### config.mk
export PLATFORM = sky130hd
export DESIGN_NAME = frame_receiver_flat
export DESIGN_NICKNAME = d
export VERILOG_FILES = /design/src/rtl/frame_receiver_if.sv /design/src/rtl/frame_receiver.sv /design/src/flat_wrapper.sv
export SDC_FILE = /design/constraint.sdc
export NUM_CORES = 1
export LEC_CHECK = 0
export ABC_AREA = 0
export CORE_MARGIN = 2
export CORE_UTILIZATION = 50
export DETAILED_ROUTE_END_ITERATION = 10
export PLACE_DENSITY = 0.76
export RECOVER_POWER = 25
export SYNTH_ARGS = -nofsm -noshare
export SYNTH_HDL_FRONTEND = slang
export SYNTH_SLANG_ARGS = --single-unit
### constraint.sdc
create_clock -name not_tx_clk -period 4 [get_ports not_tx_clk]
set_input_delay 0.4 -clock not_tx_clk [delete_from_list [all_inputs] [get_ports not_tx_clk]]
set_output_delay 0.4 -clock not_tx_clk [all_outputs]
set_load 0.01 [all_outputs]
### src/rtl/frame_receiver_if.sv
// MAC receive-side bundle: the byte stream and status pulses from the MAC, and the MAC's
// receive configuration straps.
`timescale 1ns/1ps
interface frame_receiver_if;
  logic       conf_rx_en;
  logic       conf_rx_jumbo_en;
  logic       conf_rx_no_chk_crc;
  logic [7:0] mac_rx_data;
  logic       mac_rx_dvld;
  logic       mac_rx_goodframe;
  logic       mac_rx_badframe;

  modport master (
    output mac_rx_data, mac_rx_dvld, mac_rx_goodframe, mac_rx_badframe,
    input  conf_rx_en, conf_rx_jumbo_en, conf_rx_no_chk_crc
  );

  modport slave (
    input  mac_rx_data, mac_rx_dvld, mac_rx_goodframe, mac_rx_badframe,
    output conf_rx_en, conf_rx_jumbo_en, conf_rx_no_chk_crc
  );
endinterface

### src/rtl/frame_receiver.sv
// Ethernet frame filter: accepts broadcast/unicast frames of one EtherType, tracks MAC status,
// counts accepted frames and measures the delay from a local transmit start to the match.
`timescale 1ns/1ps
module frame_receiver #(
  parameter logic [47:0] MY_MAC_ADDR     = 48'h004e46324301,
  parameter logic [15:0] ETH_TYPE_FILTER = 16'h0806,
  parameter int unsigned MIN_LEN         = 60,
  parameter int unsigned MAX_LEN         = 1518,
  parameter int unsigned STATUS_TIMEOUT  = 16
) (
  input  logic            not_tx_clk,
  input  logic            reset,
  frame_receiver_if.slave mac,
  input  logic            tx_start,
  output logic            frame_match,
  output logic            frame_err,
  output logic [31:0]     delay_count,
  output logic            delay_valid,
  output logic [15:0]     rx_frame_cnt
);

  localparam int unsigned WaitW      = $clog2(STATUS_TIMEOUT + 1);
  localparam logic [10:0] MaxCnt     = 11'(MAX_LEN);
  localparam logic [10:0] MinCnt     = 11'(MIN_LEN);
  localparam logic [WaitW-1:0] TimeoutCnt = WaitW'(STATUS_TIMEOUT - 1);

  typedef enum logic [2:0] {
    StIdle, StDst, StSrc, StType, StPayload, StWaitStatus, StDrop
  } state_e;

  state_e           state_q;
  logic [10:0]      byte_cnt_q;
  logic             drop_q;
  logic             bc_ok_q;
  logic             uc_ok_q;
  logic             resync_q;
  logic [WaitW-1:0] wait_cnt_q;
  logic             armed_q;
  logic [31:0]      timer_q;

  logic [10:0] byte_num;
  logic [7:0]  mac_byte;
  logic [7:0]  type_byte;
  logic        bc_next;
  logic        uc_next;
  logic        in_frame;
  logic        start_frame;
  logic        status_seen;
  logic        good;
  logic        match_now;
  logic        err_now;
  logic        status_cycle;
  logic        match_fire;
  logic [31:0] timer_inc;

  always_comb begin
    byte_num = (state_q == StIdle || state_q == StWaitStatus) ? 11'd1 : byte_cnt_q + 11'd1;
    case (byte_num)
      11'd1:   mac_byte = MY_MAC_ADDR[47:40];
      11'd2:   mac_byte = MY_MAC_ADDR[39:32];
      11'd3:   mac_byte = MY_MAC_ADDR[31:24];
      11'd4:   mac_byte = MY_MAC_ADDR[23:16];
      11'd5:   mac_byte = MY_MAC_ADDR[15:8];
      11'd6:   mac_byte = MY_MAC_ADDR[7:0];
      default: mac_byte = 8'h00;
    endcase
    type_byte = (byte_num == 11'd13) ? ETH_TYPE_FILTER[15:8] : ETH_TYPE_FILTER[7:0];
    bc_next   = ((byte_num == 11'd1) || bc_ok_q) && (mac.mac_rx_data == 8'hff);
    uc_next   = ((byte_num == 11'd1) || uc_ok_q) && (mac.mac_rx_data == mac_byte);

    in_frame    = state_q inside {StDst, StSrc, StType, StPayload};
    start_frame = mac.mac_rx_dvld &&
                  ((state_q == StIdle && !resync_q) || state_q == StWaitStatus);

    // A simultaneous good+bad pulse counts as bad; a filtered frame is dropped silently
    status_seen  = mac.mac_rx_goodframe | mac.mac_rx_badframe;
    good         = mac.mac_rx_goodframe & ~mac.mac_rx_badframe;
    match_now    = good & ~drop_q & (byte_cnt_q >= MinCnt);
    err_now      = ~match_now & ~(good & drop_q);
    status_cycle = ~mac.mac_rx_dvld & status_seen & (in_frame | (state_q == StWaitStatus));
    match_fire   = status_cycle & match_now;

    timer_inc = (timer_q == 32'hffff_ffff) ? timer_q : timer_q + 32'd1;
  end

  assign mac.conf_rx_jumbo_en   = 1'b0;
  assign mac.conf_rx_no_chk_crc = 1'b0;

  always_ff @(posedge not_tx_clk or posedge reset) begin
    if (reset) begin
      state_q        <= StIdle;
      byte_cnt_q     <= '0;
      drop_q         <= 1'b0;
      bc_ok_q        <= 1'b0;
      uc_ok_q        <= 1'b0;
      resync_q       <= 1'b1;
      wait_cnt_q     <= '0;
      armed_q        <= 1'b0;
      timer_q        <= '0;
      frame_match    <= 1'b0;
      frame_err      <= 1'b0;
      delay_count    <= '0;
      delay_valid    <= 1'b0;
      rx_frame_cnt   <= '0;
      mac.conf_rx_en <= 1'b0;
    end else begin
      mac.conf_rx_en <= 1'b1;
      frame_match    <= 1'b0;
      frame_err      <= 1'b0;
      delay_valid    <= 1'b0;
      // After a reset mid-frame, the rest of that frame is skipped until dvld drops
      if (!mac.mac_rx_dvld) resync_q <= 1'b0;

      case (state_q)
        StIdle: ;
        StDst, StSrc, StType, StPayload: begin
          if (!mac.mac_rx_dvld) begin
            if (status_seen) begin
              state_q <= StIdle;
            end else begin
              state_q    <= StWaitStatus;
              wait_cnt_q <= WaitW'(1);
            end
          end else if (byte_cnt_q == MaxCnt) begin
            state_q <= StDrop;
          end else begin
            byte_cnt_q <= byte_num;
            case (state_q)
              StDst: begin
                bc_ok_q <= bc_next;
                uc_ok_q <= uc_next;
                if (byte_num == 11'd6) begin
                  drop_q  <= ~(bc_next | uc_next);
                  state_q <= StSrc;
                end
              end
              StSrc: if (byte_num == 11'd12) state_q <= StType;
              StType: begin
                if (mac.mac_rx_data != type_byte) drop_q <= 1'b1;
                if (byte_num == 11'd14) state_q <= StPayload;
              end
              default: ;
            endcase
          end
        end
        StWaitStatus: begin
          if (mac.mac_rx_dvld) begin
            frame_err <= 1'b1;
          end else if (status_seen) begin
            state_q <= StIdle;
          end else if (wait_cnt_q >= TimeoutCnt) begin
            frame_err <= 1'b1;
            state_q   <= StIdle;
          end else begin
            wait_cnt_q <= wait_cnt_q + WaitW'(1);
          end
        end
        StDrop: begin
          if (!mac.mac_rx_dvld) begin
            frame_err <= 1'b1;
            state_q   <= StIdle;
          end
        end
        default: state_q <= StIdle;
      endcase

      if (start_frame) begin
        state_q    <= StDst;
        byte_cnt_q <= 11'd1;
        drop_q     <= 1'b0;
        bc_ok_q    <= bc_next;
        uc_ok_q    <= uc_next;
      end

      if (status_cycle) begin
        frame_match <= match_now;
        frame_err   <= err_now;
      end

      if (match_fire) begin
        rx_frame_cnt <= rx_frame_cnt + 16'd1;
        if (armed_q) begin
          delay_count <= timer_inc;
          delay_valid <= 1'b1;
        end
      end

      // Capture above uses the pre-restart count when tx_start coincides with a match
      if (tx_start) begin
        timer_q <= '0;
        armed_q <= 1'b1;
      end else if (match_fire) begin
        armed_q <= 1'b0;
      end else if (armed_q) begin
        timer_q <= timer_inc;
      end
    end
  end

endmodule

### src/flat_wrapper.sv
// flat-port wrapper written by rule: the top's interface ports become plain ports
module frame_receiver_flat 
#(
  parameter logic [47:0] MY_MAC_ADDR     = 48'h004e46324301,
  parameter logic [15:0] ETH_TYPE_FILTER = 16'h0806,
  parameter int unsigned MIN_LEN         = 60,
  parameter int unsigned MAX_LEN         = 1518,
  parameter int unsigned STATUS_TIMEOUT  = 16
)
  (not_tx_clk, reset, tx_start, frame_match, frame_err, delay_count, delay_valid, rx_frame_cnt, mac_mac_rx_data, mac_mac_rx_dvld, mac_mac_rx_goodframe, mac_mac_rx_badframe, mac_conf_rx_en, mac_conf_rx_jumbo_en, mac_conf_rx_no_chk_crc);
  frame_receiver_if mac_i ();
  input  logic not_tx_clk;
  input  logic reset;
  input  logic tx_start;
  output logic frame_match;
  output logic frame_err;
  output logic [31:0] delay_count;
  output logic delay_valid;
  output logic [15:0] rx_frame_cnt;
  input wire logic [$bits(mac_i.mac_rx_data)-1:0] mac_mac_rx_data;
  input wire logic [$bits(mac_i.mac_rx_dvld)-1:0] mac_mac_rx_dvld;
  input wire logic [$bits(mac_i.mac_rx_goodframe)-1:0] mac_mac_rx_goodframe;
  input wire logic [$bits(mac_i.mac_rx_badframe)-1:0] mac_mac_rx_badframe;
  output wire logic [$bits(mac_i.conf_rx_en)-1:0] mac_conf_rx_en;
  output wire logic [$bits(mac_i.conf_rx_jumbo_en)-1:0] mac_conf_rx_jumbo_en;
  output wire logic [$bits(mac_i.conf_rx_no_chk_crc)-1:0] mac_conf_rx_no_chk_crc;
  assign mac_i.mac_rx_data = mac_mac_rx_data;
  assign mac_i.mac_rx_dvld = mac_mac_rx_dvld;
  assign mac_i.mac_rx_goodframe = mac_mac_rx_goodframe;
  assign mac_i.mac_rx_badframe = mac_mac_rx_badframe;
  assign mac_conf_rx_en = mac_i.conf_rx_en;
  assign mac_conf_rx_jumbo_en = mac_i.conf_rx_jumbo_en;
  assign mac_conf_rx_no_chk_crc = mac_i.conf_rx_no_chk_crc;
  frame_receiver #(.MY_MAC_ADDR(MY_MAC_ADDR), .ETH_TYPE_FILTER(ETH_TYPE_FILTER), .MIN_LEN(MIN_LEN), .MAX_LEN(MAX_LEN), .STATUS_TIMEOUT(STATUS_TIMEOUT)) u_core (.not_tx_clk(not_tx_clk), .reset(reset), .mac(mac_i), .tx_start(tx_start), .frame_match(frame_match), .frame_err(frame_err), .delay_count(delay_count), .delay_valid(delay_valid), .rx_frame_cnt(rx_frame_cnt));
endmodule
* Word level (Yosys, flattened, before mapping)
Index checks and enable logic that the tools add are counted.
** Word-level totals
- Flip-flop bits (word level) :: 108
- Output and inout port bits :: 54
- Bits of input ports :: 14
** Operators by class
- Bitwise logic cells :: 17
- Reductions and logical operators :: 26
- Mux-type cells :: 58
- Add/subtract/negate cells :: 4
- Equal/unequal tests :: 37
- Order comparisons :: 2
** Operator list (number)
- 32-bit 2-to-1 mux :: 4
- 11-bit 2-to-1 mux :: 5
- 7-bit one-hot mux with 5 select lines :: 1
- 11-bit by 3-bit == test with 1-bit output, second input constant :: 3
- 11-bit by 4-bit == test with 1-bit output, second input constant :: 3
- 3-bit 2-to-1 mux :: 11
- 32-bit by 1-bit adder with 32-bit output, second input constant :: 1
- 32-bit == test, second input constant :: 1
- 1-bit 2-to-1 mux :: 26
- 5-bit 2-to-1 mux :: 5
- 11-bit by 2-bit == test with 1-bit output, second input constant :: 2
- 6-bit by 5-bit != test with 1-bit output, second input constant :: 3
- 16-bit by 1-bit adder with 16-bit output, second input constant :: 1
- 2-bit != test, second input constant :: 6
- 3-bit by 2-bit != test with 1-bit output, second input constant :: 4
- 3-bit one-hot mux with 4 select lines :: 1
- 6-bit AND reduction :: 2
- 2-bit nonzero test :: 6
- 11-bit by 1-bit adder with 11-bit output, second input constant :: 1
- 11-bit by 1-bit == test with 1-bit output, second input constant :: 1
- 11-bit == test, second input constant :: 1
- 11-bit by 6-bit greater-or-equal comparator with 1-bit output, second input constant :: 1
- 5-bit one-hot mux with 2 select lines :: 1
- 3-bit == test, second input constant :: 3
- other kinds (27) :: 51

* Logic depth before layout (Yosys ltp)
- Depth after elaboration :: 15
- Gate-level depth with buffers :: 11
- Mapped depth without buffers :: 10

* Least setup slack after synthesis
Ideal clock, no wire load.
- Path kind :: reg2reg
- Start :: register u_core.byte_cnt_q[0]
- End :: register u_core.uc_ok_q
- Required time :: 3934 ps
- Buffers on the path :: 2
- Cell stages (with the launch flop) :: 12
- Library setup time :: 66 ps
- Arrival time :: 2770 ps
- Clock period less this slack :: 2837 ps
- Setup slack :: 1163 ps
- Cells stage by stage :: dfrtp_1 clkbuf_1 inv_1 ha_1 clkbuf_1 nand2_1 o221a_2 o31ai_1 a21oi_1 a2bb2oi_1 a2111oi_0 mux2_2
** On the way
- Longest elaborated chain between the ends :: 11
- Elaborated cells on any way between the ends :: 20
- Those cells by class :: add/sub: 1; eq/ne: 9; mux: 7; reduce/logical: 3
** Ends and longest elaborated chain
- start: declaration :: RTL line frame_receiver.sv:32 : logic [10:0] byte_cnt_q;
- start signal: assignment :: RTL line frame_receiver.sv:127 : byte_cnt_q <= byte_num;
- 11-bit by 1-bit adder with 11-bit output :: RTL line frame_receiver.sv:57 : byte_num = (state_q == StIdle || state_q == StWaitStatus) ? 11'd1 : byte_cnt_q + 11'd1;
- 11-bit 2-to-1 mux :: RTL line frame_receiver.sv:57
- 11-bit by 3-bit == test with 1-bit output / 11-bit by 2-bit == test with 1-bit output (equally long branches) :: RTL line frame_receiver.sv:58 : case (byte_num)
- 7-bit one-hot mux with 5 select lines :: RTL line frame_receiver.sv:58
- 8-bit by 7-bit == test with 1-bit output :: RTL line frame_receiver.sv:69 : uc_next = ((byte_num == 11'd1) || uc_ok_q) && (mac.mac_rx_data == mac_byte);
- 1-bit logical AND :: RTL line frame_receiver.sv:69
- 1-bit 2-to-1 mux :: RTL line frame_receiver.sv:128 : case (state_q)
- 1-bit 2-to-1 mux :: RTL line frame_receiver.sv:124 : end else if (byte_cnt_q == MaxCnt) begin
- 1-bit 2-to-1 mux :: RTL line frame_receiver.sv:117 : if (!mac.mac_rx_dvld) begin
- 1-bit 2-to-1 mux :: RTL line frame_receiver.sv:114 : case (state_q)
- 1-bit 2-to-1 mux :: RTL line frame_receiver.sv:167 : if (start_frame) begin
- end signal: assignment :: RTL line frame_receiver.sv:131 : uc_ok_q <= uc_next;
- end signal: assignment :: RTL line frame_receiver.sv:172 : uc_ok_q <= uc_next;
- end: declaration :: RTL line frame_receiver.sv:35 : logic uc_ok_q;
Parallel ways exist; a longest one is shown, timed or not. The select of a mux whose other input is x is not followed.
A chain may end at the register's enable or synchronous reset.

* Final worst setup path
- Start :: register u_core.byte_cnt_q[0]
- End :: register u_core.drop_q
** On the way
- Longest elaborated chain between the ends :: 14
- Elaborated cells on any way between the ends :: 30
- Those cells by class :: add/sub: 1; eq/ne: 13; mux: 9; bitwise: 2; reduce/logical: 5
** Ends and longest elaborated chain
- 11-bit by 1-bit adder with 11-bit output :: RTL line frame_receiver.sv:57
- 11-bit 2-to-1 mux :: RTL line frame_receiver.sv:57
- 11-bit by 3-bit == test with 1-bit output, or another cell as far along :: RTL line frame_receiver.sv:58, frame_receiver.sv:132
- 7-bit one-hot mux with 5 select lines :: RTL line frame_receiver.sv:58
- 8-bit by 7-bit == test with 1-bit output :: RTL line frame_receiver.sv:69
- 1-bit logical AND :: RTL line frame_receiver.sv:69
- 1-bit OR :: RTL line frame_receiver.sv:133 : drop_q <= ~(bc_next | uc_next);
- 1-bit NOT :: RTL line frame_receiver.sv:133
- 1-bit 2-to-1 mux :: RTL line frame_receiver.sv:132 : if (byte_num == 11'd6) begin
- 1-bit one-hot mux with 2 select lines :: RTL line frame_receiver.sv:128
- 1-bit 2-to-1 mux :: RTL line frame_receiver.sv:124
- 1-bit 2-to-1 mux :: RTL line frame_receiver.sv:117
- 1-bit 2-to-1 mux :: RTL line frame_receiver.sv:114
- 1-bit 2-to-1 mux :: RTL line frame_receiver.sv:167
- end signal: assignment :: RTL line frame_receiver.sv:133
- end: declaration :: RTL line frame_receiver.sv:33 : logic drop_q;
Parallel ways exist; a longest one is shown, timed or not. The select of a mux whose other input is x is not followed.

==> impl_metrics.ini <==
[outcome]
outcome = complete, no violations

[clocking]
cts-resized-gates = 0
cts_tree = yes
cts_buffer_depth = 2
insertion_delay_ns = 0.35
path_clk_slew_ns = 0.07
htree_levels = 3
clock_sinks = 108
cts-root-buf = clkbuf_16
cts_made_buffers = 9
postCtsHoldBufs = 0
post_cts_buffers = 0

[critical_path]
worstPathArrival_ns = 3.62
crit_slowest_cell = ha_1
required_ns = 4.27
path_depth = 8
path_cells = ha_1 > and3_1 > and3_1 > o21ai_0 > a2111oi_1 > mux2_2 > or3_1 > o211ai_1
path_delay_family = compound AO/OA/AOI/OAI gates
start_kind = flip-flop
crit_top_cell = and3_1
rr_worst_depth = 8
cp_max_fo = 17
crit_buf_inv = 0
critical_path.max_stage_delay_ns = 0.60
end_kind = flip-flop
path_class = reg2reg

[timing]
setup_tns_ns = 0
post-route-period-util = 0.839
relSlewSlack = 0.341
timing.hold.ws_ns = 0.476
hold_viol_final = 0
worst_slack_ns = 0.645
fmax_mhz = 298
worstMarginPinSlew_ns = 0.989
finClkSkew_ns = 0.00626
slew_viol_final = 0
rsz0062_at_grt = no
fin_crit_ns = 3.36
finalSetupViolations = 0

[floorplanning]
num_rows = 40
start_util = 0.514
pin_count = 68
coreArea_um2 = 12000
fp.dieW_um = 115
fp.dieH_um = 115
dieArea_um2 = 13200

[finish]
fin_nets = 774
syn2layout_area_growth_pct = 17.5
final_cells = 905
drive_above_1_share = 0.0580
final_area_um2 = 7250
final_core_util = 0.604
fillers = 1075
antenna_cells = 0

[power]
p_per_area_nw_per_um2 = 424
max-vdd-ir-drop_uv = 285
power_mw = 3.08
p_leak_nw = 2.89

[logic_synthesis]
synth_warnings = 0
synth-async-reset-ratio = 1.00
synth_area_per_cell_um2 = 8.75
postSynthRegisterBits = 108
yosysSeqAreaShare = 0.438
synth_cell_types = 66
synth_edf_count = 0
syn-cell-area_um2 = 6170
synth_ff_type = dfrtp_1
synthCells = 705

[drt]
routed_wl_um = 13700
drt_iter0_drc = 398
via_count = 5218
ant_nets = 0
drc_errors = 0
wire_per_inst_um = 15.1
vias_per_cell = 5.77
dr.pass1.iters = 5

[place]
place.gp.congestion = 0.898
hpwl_um = 9710
port_buffers = 65
placedCellCount = 889
dp_slack_ns = 0.681
dpl_cell_area_um2 = 6910

[global_routing]
antenna_found_initial = 0
grt_max_degree = 83
grt_pass1_vias = 4917
gr-usage-all-layers = 0.218
grt_pass1_wl_um = 23300
gr-total-overflow = 0

[hold_path]
hold_class = reg2reg
whs_path_depth = 1

[job]
maxCapViolCount = 0
cell type report:
| type | instances | area, um2 | area share |
|---|---|---|---|
| Multi-Input combinational cell | 546 | 3260 | 0.450 |
| Sequential cell | 108 | 2700 | 0.373 |
| Timing Repair Buffer | 72 | 703 | 0.0970 |
| Clock buffer | 12 | 256 | 0.0354 |
| Tap cell | 147 | 184 | 0.0254 |
| Clock inverter | 4 | 80.1 | 0.0110 |
| Inverter | 16 | 62.6 | 0.00863 |
power by group:
| part | internal [mW] | switching [mW] | leakage, nW |
|---|---|---|---|
| registers | 1.14 | 0.119 | 1.48 |
| logic | 0.330 | 0.495 | 1.25 |
| clock network | 0.589 | 0.403 | 0.165 |
placed cells by master (no fill, tap or decap), types with 10 or more instances in the layout:
cell / instances
a21oi_1: 16
nand3_1: 39
nand4_1: 13
dfrtp_1: 107
nand2_1: 87
inv_1: 15
o21ai_0: 66
xnor2_1: 54
nor2_1: 74
and3_1: 16
xor2_1: 25
nor3_1: 27
o31ai_1: 10
clkdlybuf4s50_1: 63
final timing paths:
| path | slack, ns | to | startpoint |
|---|---|---|---|
| max reg2reg | 0.64 | u_core.drop_q | u_core.byte_cnt_q[0] |
| max | 0.64 | u_core.drop_q | u_core.byte_cnt_q[0] |
| min reg2reg | 0.48 | u_core.rx_frame_cnt[15] | u_core.rx_frame_cnt[15] |
| min | 0.48 | u_core.rx_frame_cnt[15] | u_core.rx_frame_cnt[15] |
| min in group asynchronous | 0.76 | u_core.rx_frame_cnt[3] | reset |
| max in group asynchronous | 2.40 | u_core.timer_q[0] | reset |
metal layers:
metal | global-route usage | vias to the layer above | wire (um)
met4 | 0.0803 | 0 | 241
met3 | 0.0285 | 18 | 696
met5 | 0 | - | 0
li1 | - | 2541 | -
met1 | 0.293 | 2487 | 6220
met2 | 0.362 | 172 | 6530
sequential cells by signal, summed over array words and instances, names as in the netlist:
register / flops
u_core.timer_q: 32
u_core.frame_match: 1
u_core.byte_cnt_q: 11
u_core.armed_q: 1
u_core.delay_count: 32
u_core.uc_ok_q: 1
u_core.frame_err: 1
u_core.resync_q: 1
u_core.delay_valid: 1
u_core.rx_frame_cnt: 16
u_core.mac.conf_rx_en: 1
u_core.drop_q: 1
u_core.wait_cnt_q: 5
u_core.bc_ok_q: 1
u_core.state_q: 3
cells by family after synthesis:
| group | share of synthesized area |
|---|---|
| AO/OA/AOI/OAI | 0.130 |
| XOR/XNOR | 0.112 |
| adder cells (fa/ha/maj) | 0.0142 |
| buffers and inverters | 0.0351 |
| flip-flops | 0.438 |
| multiplexers | 0.0156 |
| other | 0.00122 |
| AND/OR/NAND/NOR | 0.254 |
worst reg2reg max path: stages, from the launching register on:
cell       delay [ns]
dfrtp_1          0.58
ha_1             0.60
and3_1           0.30
and3_1           0.19
o21ai_0          0.17
a2111oi_1        0.60
mux2_2           0.41
or3_1            0.34
o211ai_1         0.09
synthesized netlist by cell type (all sizes together) (5+ instances only):
library cell  count  area [um2]
mux2              5        56.3
nand4            13        81.3
o211ai            5        37.5
dfrtp           107        2680
nor2             74         278
buf              10        58.8
inv              16        60.1
nand2            87         327
ha                7        87.6
and2             13        83.8
or3               9        56.3
xnor2            54         473
and3             16         100
o21ai            66         330
o31ai            11        82.6
nor3             28         145
clkbuf           26        97.6
xor2             25         219
nor4              5        37.5
or2               5        31.3
nand3            39         195
a21oi            16        80.1
nor2b             5        31.3
(Power assumes the default switching activity.)
